==> config.mk <==
export PLATFORM = sky130hd
export DESIGN_NAME = dw_mac_cfu
export DESIGN_NICKNAME = d
export VERILOG_FILES = /design/src/rtl/dw_cfu_pkg.sv /design/src/rtl/dw_mac_lanes.sv /design/src/rtl/dw_mac_cfu.sv
export SDC_FILE = /design/constraint.sdc
export NUM_CORES = 2
export LEC_CHECK = 0
export ABC_AREA = 1
export CAP_MARGIN = 25
export CORE_ASPECT_RATIO = 1.5
export CORE_MARGIN = 1
export CORE_UTILIZATION = 64
export DETAILED_ROUTE_END_ITERATION = 6
export GPL_ROUTABILITY_DRIVEN = 1
export PLACE_DENSITY = 0.95
export SYNTH_ARGS = -nofsm -noshare
export SYNTH_HDL_FRONTEND = slang
export SYNTH_HIERARCHICAL = 1
export SYNTH_SLANG_ARGS = --single-unit
==> constraint.sdc <==
create_clock -name clk -period 8.6 [get_ports clk]
set_input_delay 2.15 -clock clk [delete_from_list [all_inputs] [get_ports clk]]
set_output_delay 2.15 -clock clk [all_outputs]
set_load 0.05 [all_outputs]
==> src/rtl/dw_cfu_pkg.sv <==
// dw_cfu_pkg: opcodes, lane widths, FSM states and the lane offset-multiply helper for dw_mac_cfu.
package dw_cfu_pkg;
  localparam int LANE_W = 8;
  localparam int OFF_W = 9;
  localparam int ADD_W = 10;
  localparam int PROD_W = 18;
  typedef enum logic [6:0] {
    NOP = 7'd0,
    CLR = 7'd1,
    SET_OFFSET = 7'd2,
    SET_SEL = 7'd3,
    MAC = 7'd4,
    READ_ACC = 7'd5,
    READ_TAPS = 7'd6
  } cmd_e;
  typedef enum logic {IDLE, MAC_S1} state_e;
  function automatic logic signed [PROD_W-1:0] lane_term(input logic signed [LANE_W-1:0] a,
                                                         input logic signed [LANE_W-1:0] w,
                                                         input logic signed [OFF_W-1:0] off);
    logic signed [ADD_W-1:0] s;
    s = ADD_W'(a) + ADD_W'(off);
    return PROD_W'(s) * PROD_W'(w);
  endfunction
endpackage

==> src/rtl/dw_mac_lanes.sv <==
// dw_mac_lanes: SIMD offset-multiply lanes and adder tree, registered as MAC stage 1.
module dw_mac_lanes
  import dw_cfu_pkg::*;
#(
  parameter int BYTE_SIZE = 8,
  parameter int NUM_LANES = 4,
  parameter int ACC_WIDTH = 32
) (
  input  logic                              clk,
  input  logic                              rst,
  input  logic                              load,
  input  logic [NUM_LANES*BYTE_SIZE-1:0]    act,
  input  logic [NUM_LANES*BYTE_SIZE-1:0]    wgt,
  input  logic signed [OFF_W-1:0]           offset,
  output logic signed [ACC_WIDTH-1:0]       sum
);
  logic signed [ACC_WIDTH-1:0] tree;
  always_comb begin
    tree = '0;
    for (int i = 0; i < NUM_LANES; i++)
      tree += ACC_WIDTH'(lane_term(act[i*BYTE_SIZE+:BYTE_SIZE], wgt[i*BYTE_SIZE+:BYTE_SIZE], offset));
  end
  always_ff @(posedge clk or posedge rst)
    if (rst) sum <= '0;
    else if (load) sum <= tree;
endmodule

==> src/rtl/dw_mac_cfu.sv <==
// dw_mac_cfu: depthwise-conv MAC custom function unit with per-channel accumulator bank.
// MACs take two edges (lane products, then accumulate); other commands complete on acceptance.
module dw_mac_cfu
  import dw_cfu_pkg::*;
#(
  parameter int BYTE_SIZE = 8,
  parameter int INT32_SIZE = 32,
  parameter int NUM_LANES = 4,
  parameter int NUM_ACC = 4,
  parameter int ACC_WIDTH = 32,
  parameter int KERNEL_TAPS = 25,
  parameter int TAP_WIDTH = 16
) (
  input  logic                  clk,
  input  logic                  rst,
  input  logic                  en,
  input  logic [6:0]            cmd,
  input  logic [INT32_SIZE-1:0] inp0,
  input  logic [INT32_SIZE-1:0] inp1,
  output logic [INT32_SIZE-1:0] ret,
  output logic                  output_buffer_valid,
  output logic                  ready
);
  localparam int SEL_W = $clog2(NUM_ACC);
  state_e state;
  logic signed [ACC_WIDTH-1:0] acc [NUM_ACC];
  logic signed [ACC_WIDTH-1:0] mac_sum, acc_new;
  logic signed [OFF_W-1:0] offset;
  logic [SEL_W-1:0] sel;
  logic [TAP_WIDTH-1:0] tap_cnt;
  logic [INT32_SIZE-1:0] taps_word;
  logic accept, mac_go;
  assign accept = en && ready;
  assign mac_go = accept && cmd == MAC;
  assign acc_new = acc[sel] + mac_sum;
  always_comb begin
    taps_word = '0;
    taps_word[TAP_WIDTH-1:0] = tap_cnt;
    taps_word[INT32_SIZE-1] = tap_cnt >= TAP_WIDTH'(KERNEL_TAPS);
  end
  dw_mac_lanes #(
    .BYTE_SIZE(BYTE_SIZE),
    .NUM_LANES(NUM_LANES),
    .ACC_WIDTH(ACC_WIDTH)
  ) u_lanes (
    .clk(clk),
    .rst(rst),
    .load(mac_go),
    .act(inp0[NUM_LANES*BYTE_SIZE-1:0]),
    .wgt(inp1[NUM_LANES*BYTE_SIZE-1:0]),
    .offset(offset),
    .sum(mac_sum)
  );
  always_ff @(posedge clk or posedge rst) begin
    if (rst) begin
      state <= IDLE;
      ret <= '0;
      output_buffer_valid <= 1'b1;
      ready <= 1'b1;
      offset <= '0;
      sel <= '0;
      tap_cnt <= '0;
      for (int i = 0; i < NUM_ACC; i++) acc[i] <= '0;
    end else if (state == MAC_S1) begin
      acc[sel] <= acc_new;
      ret <= INT32_SIZE'(acc_new);
      tap_cnt <= tap_cnt + 1'b1;
      state <= IDLE;
      ready <= 1'b1;
      output_buffer_valid <= 1'b1;
    end else if (accept) begin
      ret <= '0;
      case (cmd)
        CLR: begin
          acc[sel] <= '0;
          tap_cnt <= '0;
        end
        SET_OFFSET: offset <= inp0[OFF_W-1:0];
        SET_SEL: begin
          sel <= inp0[SEL_W-1:0];
          tap_cnt <= '0;
        end
        MAC: begin
          ret <= ret;
          state <= MAC_S1;
          ready <= 1'b0;
          output_buffer_valid <= 1'b0;
        end
        READ_ACC: ret <= INT32_SIZE'(acc[inp0[SEL_W-1:0]]);
        READ_TAPS: ret <= taps_word;
        default: ;
      endcase
    end
  end
endmodule

==> flow_summary.yaml, run 1 <==
grt:
  grt_pass1_vias: 33100
  grt_max_degree: 138
  overflow: 120
  track_usage_pct: 59.8
  grt_pass1_wl_um: 196000
logic_synthesis:
  async_reset_ff_share_pct: 100
  syn_inst: 3517
  avgSynthCellArea_sq_um: 7.79
  synth_nets: 4157
  ys_seq_area_share_pct: 19.2
  syn-cell-area_sq_mm: 0.0274
  synth.distinct_cells: 55
  synth-seq-cells: 210
  yosys_warnings: 6
  ys.flop_type: "dfrtp_1"
  synth_edf_count: 0
run_status:
  status: "did not finish"
  firstError: "[ERROR GRT-0116] Global routing finished with congestion. Check the congestion regions in the DRC Viewer."
  lastStage: "5_1_grt"
die:
  die_y_um: 255
  start_util_pct: 65.1
  die_w_um: 171
  io_pins: 108
  rows: 92
placement:
  gp_congestion: 1.07
  dp_hpwl_um: 73800
  dp_worst_setup_slack_ps: -1250
  io_buffers: 107
cts:
  cts_htree_levels: 1
  root_buffer: "clkbuf_16"
  clock_path_buffers: 3
  cts_inserted_buffers: 22
  clock-sinks: 210
[repair_timing]
item,in CTS
buffers inserted,38
pin swaps,188
hold buffers,0
setup endpoints to repair,15
gates resized for setup,266
[synth_stat cells (42+ instances only)]
library cell	instances	area, sq um
nand3_1	128	641
o21ai_1	90	450
o22ai_1	60	375
dfrtp_1	209	5230
nand2_1	749	2810
clkbuf_1	42	158
inv_1	815	3060
nor2_1	299	1120
a21oi_1	135	676
o21ai_0	69	345
ha_1	181	2260
fa_1	385	7710
[layer usage]
layer | global-route usage [%] | overflow
met2 | 79.5 | 60
met1 | 59.6 | 0
met4 | 62.5 | 60
met3 | 37.8 | 0
met5 | 12.8 | 0
[cell families after synthesis]
family,count (synthesis),share of synthesized area [%]
AO/OA/AOI/OAI,490,10.6
flip-flops,210,19.2
adder cells (fa/ha/maj),566,36.4
AND/OR/NAND/NOR,1280,19.3
buffers and inverters,935,13.2
XOR/XNOR,29,0.981
multiplexers,7,0.288
[stage by stage]
stage / std cells / cell area (sq um) / hold slack [ps]
after floorplan: 3517 / 27800 / 448
after global placement: 4350 / 31100 / 464
after detailed placement: 4350 / 31100 / 468
after CTS: 4426 / 32900 / 484
==> run 2, diff against run 1 <==
--- a/config.mk
+++ b/config.mk
@@ -7,12 +7,11 @@
 export LEC_CHECK = 0
 export ABC_AREA = 1
 export CAP_MARGIN = 25
-export CORE_ASPECT_RATIO = 1.5
 export CORE_MARGIN = 1
-export CORE_UTILIZATION = 64
+export CORE_UTILIZATION = 40
 export DETAILED_ROUTE_END_ITERATION = 6
 export GPL_ROUTABILITY_DRIVEN = 1
-export PLACE_DENSITY = 0.95
+export PLACE_DENSITY_LB_ADDON = 0.15
 export SYNTH_ARGS = -nofsm -noshare
 export SYNTH_HDL_FRONTEND = slang
 export SYNTH_HIERARCHICAL = 1
==> run 2 against run 1 <==
  * The flow now finishes, with violations (setup timing)
  * Synthesized cell count stayed put
  * Area after synthesis stayed put
==> flow_summary.yaml, run 2 <==
route:
  first_pass_iters: 5
  ant_nets: 0
  drc_errors: 0
  num_vias: 24100
  routed_wl_um: 86900
  wl_per_cell_um: 18.0
  drt_iter0_drc: 1591
  viasPerCell: 5.00
finish:
  diodes: 0
  reg_top3: "acc (128), ret (32), u_lanes/sum (21)"
  drive_gt1_share_pct: 20.9
  n_fill_cell: 6641
  multi_input_area_sq_mm: 0.0201
  final_common_cell: "inv_1"
  nNetsFinal: 4561
  largest_reg_flops: 128
  seq_area_sq_mm: 0.00526
  regMostFlops: "acc"
  area_growth_pct: 26.0
  layout.cells.most_common_list: "inv_1, nand2_1, fa_1"
logic_synthesis:
  ys_seq_area_share_pct: 19.2
  yosys.area.top_type_share_pct: 28.1
  ys.flop_type: "dfrtp_1"
  synth_edf_count: 0
  syn_inst: 3517
  synth_nets: 4157
  async_reset_ff_share_pct: 100
  synth.distinct_cells: 55
  synth_commonest_cells: "inv_1, nand2_1, fa_1"
  yosys_warnings: 6
  synth-seq-cells: 210
  synth_area_leaders: "fa_1, dfrtp_1, inv_1"
  synth.most_common_cell: "inv_1"
  synth_top_cell_by_area: "fa_1"
  syn-cell-area_sq_mm: 0.0274
  avgSynthCellArea_sq_um: 7.79
critical_path:
  slowest_delay_ps: 610
  cp_common_cell: "fa_1"
  worstSetupPathDepth: 31
  rr_worst_depth: 30
  crit_fanout: 4
  critPathLaunchType: "input pin"
  crit_buf_inv: 8
  critPathSlowestCell: "fa_1"
  arrival_ps: 9150
  worst_path_dominant_cell_family: "adder cells"
  critPathKind: "input pin to flip-flop"
  critPathRequiredTime_ps: 9030
  endpoint_kind: "flip-flop"
cts:
  cts.clk_slew.worst_paths_ps: 60
  cts_inserted_buffers: 26
  clock-sinks: 210
  cts_htree_levels: 1
  root_buffer: "clkbuf_16"
  clock_path_buffers: 3
  insertion_delay_ps: 550
  holdBufCountCts: 0
  cts_tree: "yes"
die:
  die_w_um: 264
  die_area_sq_mm: 0.0696
  core_sq_mm: 0.0675
  io_pins: 108
  die_y_um: 264
  rows: 95
  start_util_pct: 40.6
sta:
  hold_ws_ps: 482
  maxSlewViolCount: 0
  fin_crit_ps: 8710
  setup_ws_ps: -114
  post-route-period-util_pct: 101
  worstMarginPinSlew_ps: 1020
  rsz0062_at_grt: "yes"
  slew_headroom_pct: 31.7
  setup_viol: 7
  final-hold-violation-count: 0
  skew_ps: 14.1
  timing.fmax_mhz: 115
worst_hold_path:
  min_path_type: "flip-flop to flip-flop"
  worstHoldPathCells: 2
grt:
  track_usage_pct: 25.8
  grt_pass1_wl_um: 140000
  antenna_found_initial: 0
  overflow: 0
  grt_pass1_vias: 24800
  grt_max_degree: 138
run_status:
  violations: "setup timing"
  status: "complete, but fails checks"
job:
  max-cap-violations: 0
placement:
  io_buffers: 107
  dp_hpwl_um: 70300
  gp_congestion: 0.946
==> run 2: worst paths after layout <==
kind	start	to	slack (ps)
max in group asynchronous	rst	tap_cnt[11]	5090
min	u_lanes/sum[2]	u_lanes/sum[2]	480
min reg2reg	u_lanes/sum[2]	u_lanes/sum[2]	480
max reg2reg	offset[1]	u_lanes/sum[13]	730
max	inp0[18]	u_lanes/sum[13]	-110
min in group asynchronous	rst	acc[53]	1960
==> run 2: final cells by class <==
| cell class | instances | share of cell area (%) |
|---|---|---|
| multi-input cells | 2372 | 58.1 |
| flip-flops and latches | 210 | 15.2 |
| repair buffers | 475 | 11.6 |
| inverters | 836 | 9.18 |
| well taps | 873 | 3.16 |
| clock buffers | 38 | 2.22 |
| clock inverters | 10 | 0.449 |
==> run 2: worst min-delay path: cells and delay by family (launching register included) <==
kind,cells,cell delay (ps)
flip-flops,1,350
AND/OR/NAND/NOR,2,110
==> run 2: cells by family after synthesis <==
family / synth area share, %
buf+inv: 13.2
flops: 19.2
compound gates: 10.6
xor+xnor: 0.981
simple gates: 19.3
fa+ha+maj: 36.4
mux: 0.288
==> run 2: through the flow <==
step / util (%) / instance area [sq um] / TNS, ps / std cells / worst slack, ps
after floorplan: - / 27800 / -196 / 3517 / -80.0
after CTS: 50.3 / 34000 / -235 / 4798 / -89.1
after global placement: 47.2 / 31900 / -14580 / 4697 / -1110
after detailed placement: 47.2 / 31900 / -15030 / 4698 / -1140
after global routing: 51.1 / 34500 / -2940 / 4814 / -326
final: 51.1 / 34500 / -419 / 4814 / -114
==> run 2: routing by layer <==
| metal | vias up | track usage (%) | wire [um] | part of all wire (%) |
|---|---|---|---|---|
| li1 | 11600 | - | - | - |
| met1 | 11800 | 36.7 | 39500 | 46 |
| met2 | 604 | 43.3 | 41000 | 47 |
| met3 | 75 | 2.48 | 4900 | 5.6 |
| met4 | 0 | 4.43 | 1450 | 1.7 |
| met5 | - | 0 | 0 | 0 |
==> run 2: timing repair <==
action / 4_1_cts / 5_1_grt
setup buffers: 54 / 15
gates cloned: 0 / 0
endpoints found under the setup margin: 15 / 15
pin swaps: 177 / 123
gates resized for setup: 275 / 154
Power of run 2 is left out: the tool's default activity adds up to more than one toggle a clock period on the data nets, which glitch-free logic cannot reach.
